===== config.mk =====
export PLATFORM = sky130hd
export DESIGN_NAME = q_8_34a_ctrl
export DESIGN_NICKNAME = d
export VERILOG_FILES = /design/src/rtl/q_8_34a_ctrl.sv
export SDC_FILE = /design/constraint.sdc
export NUM_CORES = 1
export LEC_CHECK = 0
export CAP_MARGIN = 20
export CORE_AREA = 2 2 39 41
export DETAILED_ROUTE_END_ITERATION = 8
export DIE_AREA = 0 0 41 43
export HOLD_SLACK_MARGIN = 0.12
export SYNTH_ARGS = -nofsm -noshare
export SYNTH_HDL_FRONTEND = slang
export SYNTH_SLANG_ARGS = --single-unit
export TNS_END_PERCENT = 100

===== constraint.sdc =====
create_clock -name clk -period 1.89 [get_ports clk]
set_clock_uncertainty 0.15 [all_clocks]
set_input_delay 0.378 -clock clk [delete_from_list [all_inputs] [get_ports clk]]
set_output_delay 0.378 -clock clk [all_outputs]
set_load 0.02 [all_outputs]

===== src/rtl/q_8_34a_ctrl.sv =====
// q_8_34a_ctrl: control unit for the count-ones datapath.
//
// This block sequences the datapath's load_regs, incr_r2 and shift controls using the
// zero and E status flags. It adds a start/ready/done handshake and a result register
// that holds the most recent ones count.
//
// Ports
//   clk, rst_b          clock (rising edge) and asynchronous active-low reset
//   start               request; sampled only while ready=1
//   zero, E, cnt        datapath status: r1==0, last bit shifted out, r2 value
//   load_regs, incr_r2,
//   shift               datapath controls, decoded from state (never registered)
//   ready               high in IDLE
//   done                one-cycle registered pulse when result updates
//   result              captured ones count, held until the next completion
//
// Optional feature (macro Q_8_34A_CTRL_ABORT_EN)
//   abort               input: cancels a busy operation, returns to IDLE
//   aborted             output: registered one-cycle pulse after an abort
module q_8_34a_ctrl #(
  parameter int unsigned DATA_SIZE = 8,
  parameter int unsigned R2_SIZE   = 4
) (
  input  logic               clk,
  input  logic               rst_b,
  input  logic               start,
  input  logic               zero,
  input  logic               E,
  input  logic [R2_SIZE-1:0] cnt,
`ifdef Q_8_34A_CTRL_ABORT_EN
  input  logic               abort,
  output logic               aborted,
`endif
  output logic               load_regs,
  output logic               incr_r2,
  output logic               shift,
  output logic               ready,
  output logic               done,
  output logic [R2_SIZE-1:0] result
);

  // r2 must count to DATA_SIZE starting from all-ones+1 without wrapping.
  if ((2 ** R2_SIZE) <= DATA_SIZE) begin : g_bad_params
    $error("q_8_34a_ctrl: 2**R2_SIZE must exceed DATA_SIZE");
  end

  localparam logic [1:0] IDLE = 2'd0;
  localparam logic [1:0] INCR = 2'd1;
  localparam logic [1:0] TEST = 2'd2;
  localparam logic [1:0] CHK  = 2'd3;

  logic [1:0]         state_q, state_d;
  logic               done_q, done_d;
  logic [R2_SIZE-1:0] result_q, result_d;
  logic               abort_act;

`ifdef Q_8_34A_CTRL_ABORT_EN
  logic aborted_q, aborted_d;
  assign abort_act = abort && (state_q != IDLE);
  assign aborted   = aborted_q;
`else
  assign abort_act = 1'b0;
`endif

  always_comb begin
    state_d   = state_q;
    done_d    = 1'b0;
    result_d  = result_q;
`ifdef Q_8_34A_CTRL_ABORT_EN
    aborted_d = 1'b0;
`endif
    load_regs = 1'b0;
    incr_r2   = 1'b0;
    shift     = 1'b0;
    ready     = 1'b0;
    case (state_q)
      IDLE: begin
        ready = 1'b1;
        if (start) begin
          // Gate with rst_b so the datapath never sees a load while reset is held.
          load_regs = rst_b;
          state_d   = INCR;
        end
      end
      INCR: begin
        if (abort_act) begin
          state_d = IDLE;
        end else begin
          incr_r2 = 1'b1;
          state_d = TEST;
        end
      end
      TEST: begin
        // Abort wins over a completion in the same cycle.
        if (abort_act) begin
          state_d = IDLE;
        end else if (zero) begin
          done_d   = 1'b1;
          result_d = cnt;
          state_d  = IDLE;
        end else begin
          shift   = 1'b1;
          state_d = CHK;
        end
      end
      CHK: begin
        if (abort_act) begin
          state_d = IDLE;
        end else begin
          state_d = E ? INCR : TEST;
        end
      end
      default: state_d = IDLE;
    endcase
`ifdef Q_8_34A_CTRL_ABORT_EN
    aborted_d = abort_act;
`endif
  end

  always_ff @(posedge clk or negedge rst_b) begin
    if (!rst_b) begin
      state_q   <= IDLE;
      done_q    <= 1'b0;
      result_q  <= '0;
`ifdef Q_8_34A_CTRL_ABORT_EN
      aborted_q <= 1'b0;
`endif
    end else begin
      state_q   <= state_d;
      done_q    <= done_d;
      result_q  <= result_d;
`ifdef Q_8_34A_CTRL_ABORT_EN
      aborted_q <= aborted_d;
`endif
    end
  end

  assign done   = done_q;
  assign result = result_q;

endmodule


# Word-level counts from Yosys, hierarchy flattened
# Index checks and enable logic that the tools add are counted.
# classes
addsub,0
n_mul,0
div_mod_pow,0
order_cmp,0
n_eq_ne,4
n_shift,0
mux,12
bitwise,0
n_reduce_logical,2
# ops
operator,n
$mux W1,8
$pmux W2 S4,1
$mux W2,3
$eq A2 B2 Y1 const B,2
$eq A2 B1 Y1 const B,1
$logic_not A2 Y1,1
$ne A2 B2 Y1 const B,1
$reduce_and A2 Y1,1
# word_totals
ff_bits,7
latchBits,0
mem_bits_rw,0
romBits,0
word_cells,21
n_memories,0

# Longest topological paths before layout
# logic_depth
depth_word,2
ltp_mapped,2
depth_no_buf,2

# Least setup slack after synthesis
# OpenSTA, ideal clock, no wires.
# synth_path
path_kind,reg-to-output
startpoint,reg state_q[1]
endpoint,out load_regs
t_arrival_ns,1.081
required_time_ns,1.362
slack_ns,0.281
path_stages_with_launch,3
n_path_buf,0
cell_sequence,dfrtp_1 nor2_1 and3_1
# synth_between
elab_chain_cells,2
# synth_lines
element,line,text
start: declaration,52,"logic [1:0] state_q, state_d;"
start signal: assignment,129,state_q <= state_d;
$logic_not A2 Y1,76,case (state_q)
$mux W1,76,
end: declaration,34,"output logic load_regs,"
# No other way between the ends.

# Final worst setup path
# layout_path
startpoint,in start
endpoint,out load_regs
# layout_between
elab_chain_cells,2
# layout_lines
element,line,text
start: declaration,26,"input logic start,"
$mux W1,79,if (start) begin
$mux W1,76,
# No other way between the ends.

==> reports/metrics.csv <==
stage,metric,value,unit
routing,drc_errors,0,
cells_and_area,final_area,561,µm²
pwr,power_frac_clock,15.8,%
global_route,grtUsageMet1,14.2,%
global_route,busiest_layer,met1,
timing,finalSetupTns,0,ns
global_route,grt_util_met2,14.1,%
pwr,p_switching,0.320,mW
global_route,antenna_found_initial,0,
logic_synthesis,ys_seq_area_share,54.5,%
global_route,grt_start_max_net_pins,8,
floorplanning,row_count,14,
placement,place_ws,-0.285,ns
worst_setup_path,worst_ep_arrival_time,1.30,ns
timing,finalCritPeriodShare,96.7,%
pwr,internal_power,0.566,mW
timing,hold_viol,0,
clock_network,insertion_delay,0.25,ns
pwr,combinationalPowerShare,53.2,%
floorplanning,pin_count,18,
clock_network,clockBufferDepth,2,
cells_and_area,antenna_cells,0,
pwr,power,0.885,mW
cells_and_area,seq_area,175,µm²
timing,drv_slew,0,
pwr,leakagePower,0.283,nW
global_route,grt_overflow,0,
min_path,hold_path.class,in2async,
logic_synthesis,synthTopCellsByArea,"dfrtp_1 54%, mux2_4 19%, nand3b_4 6.2%",
worst_setup_path,path_class,in2out,
worst_setup_path,critPathCaptureType,output port,
placement,hpwl,554,µm
timing,slew_headroom,85.4,%
logic_synthesis,synthesis.nets,32,
routing,routed_wl,712,µm
timing,rsz0062_at_grt,no,
placement,place.gp.congestion,0.745,
cells_and_area,n_fill_cell,136,
pwr,p_seq_share,31.0,%
clock_network,cts-root-buf,clkbuf_4,
logic_synthesis,syn_inst,23,
logic_synthesis,synth_area_per_cell,14.0,µm²
placement,placed_area,542,µm²
worst_setup_path,cp_max_fo,2,
cells_and_area,drive_above_1_share,29.2,%
logic_synthesis,synth_cell_types,11,
global_route,grt_pass1_vias,284,
routing,via_per_inst,3.95,
clock_network,cts_buffers,3,
global_route,grt_pass1_wl,1220,µm
run_status,outcome,completed,
worst_setup_path,start_kind,primary input,
timing,setup_slack,0.0620,ns
routing,num_vias,253,
job,cap_viol_max_count,0,
logic_synthesis,yosys.area.top_type,dfrtp_1,
clock_network,htree_num_levels,1,
clock_network,cts_tree,done,
logic_synthesis,synth_seq_cells,7,
clock_network,cts_sinks,7,
logic_synthesis,synth.top_cell.area_share,54.5,%
routing,ant_nets,0,
cells_and_area,area_growth,74.3,%
timing,worst_slew_pin_slew,0.217,ns
timing,period_minus_slack,1.83,ns
routing,drtIter0Drc,1,
floorplanning,die_area,1760,µm²
logic_synthesis,syn_area,322,µm²
cells_and_area,multi_input_area,139,µm²
floorplanning,die_y,43,µm
floorplanning,core_area,1380,µm²
routing,wl_per_cell,11.1,µm
floorplanning,die-width,41,µm
floorplanning,initial_utilization,23.2,%
logic_synthesis,yosysWarnings,0,
clock_network,clkTransAtPathRegs,0.06,ns
pwr,swShare,36.1,%
global_route,track_usage,11.6,%
cells_and_area,fin_nets,58,
timing,setup-violations-final,0,
pwr,power_density,1580,nW/µm²
placement,port_buffers,17,
pwr,ir_drop,0.553,mV
global_route,grt_use_met3,4.71,%
routing,dr.pass1.iters,2,
timing,fmax,0.547,GHz
worst_setup_path,critPathRequiredTime,1.36,ns
==> final cells by class <==
type | count | share of cell area (%)
clock buffers | 4 | 4.69
inverters | 2 | 1.34
multi-input cells | 14 | 24.8
flip-flops and latches | 7 | 31.2
well taps | 16 | 3.57
repair buffers | 21 | 34.4
==> worst max-delay path, stage by stage <==
cell             delay [ns]
clkdlybuf4s50_1        0.48
and3_1                 0.15
clkdlybuf4s15_1        0.30
==> through the flow <==
stage	std cells	hold WS (ns)	util (%)
final	64	0.274	40.5
after global routing	64	0.297	40.5
after CTS	64	0.274	40.8
after detailed placement	60	0.341	39.2
after global placement	60	0.343	39.2
after floorplan	23	-0.0676	-
==> worst paths after layout <==
path	start	end	slack [ns]	cells after the start
setup / recovery	start	load_regs	0.06	3
hold / removal	rst_b	result[0]	0.27	2
setup reg to reg	state_q[0]	result[2]	0.66	2
hold reg to reg	result[3]	result[3]	0.36	1
max in group asynchronous	rst_b	done	1.19	2
min in group clk	result[3]	result[3]	0.36	1
==> flip-flops by register name, indices dropped and copies added, names as in the netlist <==
name,count
result,4
state_q,2
done,1
==> cell families (layout without fill, tap and decap cells) <==
logic type             count (synthesis)  after routing  synth area share (%)
buffers and inverters                  2             27                  2.34
AOI/OAI and AO/OA                      2              2                  4.28
muxes                                  4              4                  18.7
and+or+nand+nor                        8              8                  20.2
DFF                                    7              7                  54.5
==> synth_stat cells <==
library cell	count
inv_1	2
dfrtp_1	7
nor2_1	2
nor3b_2	1
and3_1	1
mux2_4	4
a21boi_0	1
nand2b_1	2
or2_1	1
a31oi_1	1
nand3b_4	1
==> layout by cell type, fill, tap and decap left out, drive strengths merged, types with 2 or more instances in the layout <==
master	Yosys	final
clkdlybuf4s50	0	13
dfrtp	7	7
clkbuf	0	5
mux2	4	4
buf	0	4
inv	2	2
nor2	2	2
nand2b	2	2
dlygate4sd2	0	2
==> timing repair <==
| action | in CTS | in global routing |
|---|---|---|
| resized for setup | 5 | 2 |
| hold buffers | 0 | 0 |
| setup endpoints to repair | 4 | 2 |
| setup buffers | 0 | 0 |
==> power by group through the flow <==
| stage | registers [mW] | logic [mW] | clock network, mW |
|---|---|---|---|
| after global routing | 0.287 | 0.509 | 0.150 |
| after floorplan | 0.339 | 0.207 | 0 |
| final | 0.275 | 0.471 | 0.140 |
| after global placement | 0.281 | 0.498 | 0 |
| after detailed placement | 0.280 | 0.498 | 0 |
| after CTS | 0.277 | 0.479 | 0.146 |
==> metal layers <==
metal  vias to the layer above  part of all wire, %
li1                        130                    -
met1                       117                   42
met3                         2                  1.7
met2                         4                   54
met4                         0                  2.4
met5                         -                    0
(Power assumes the default switching activity.)
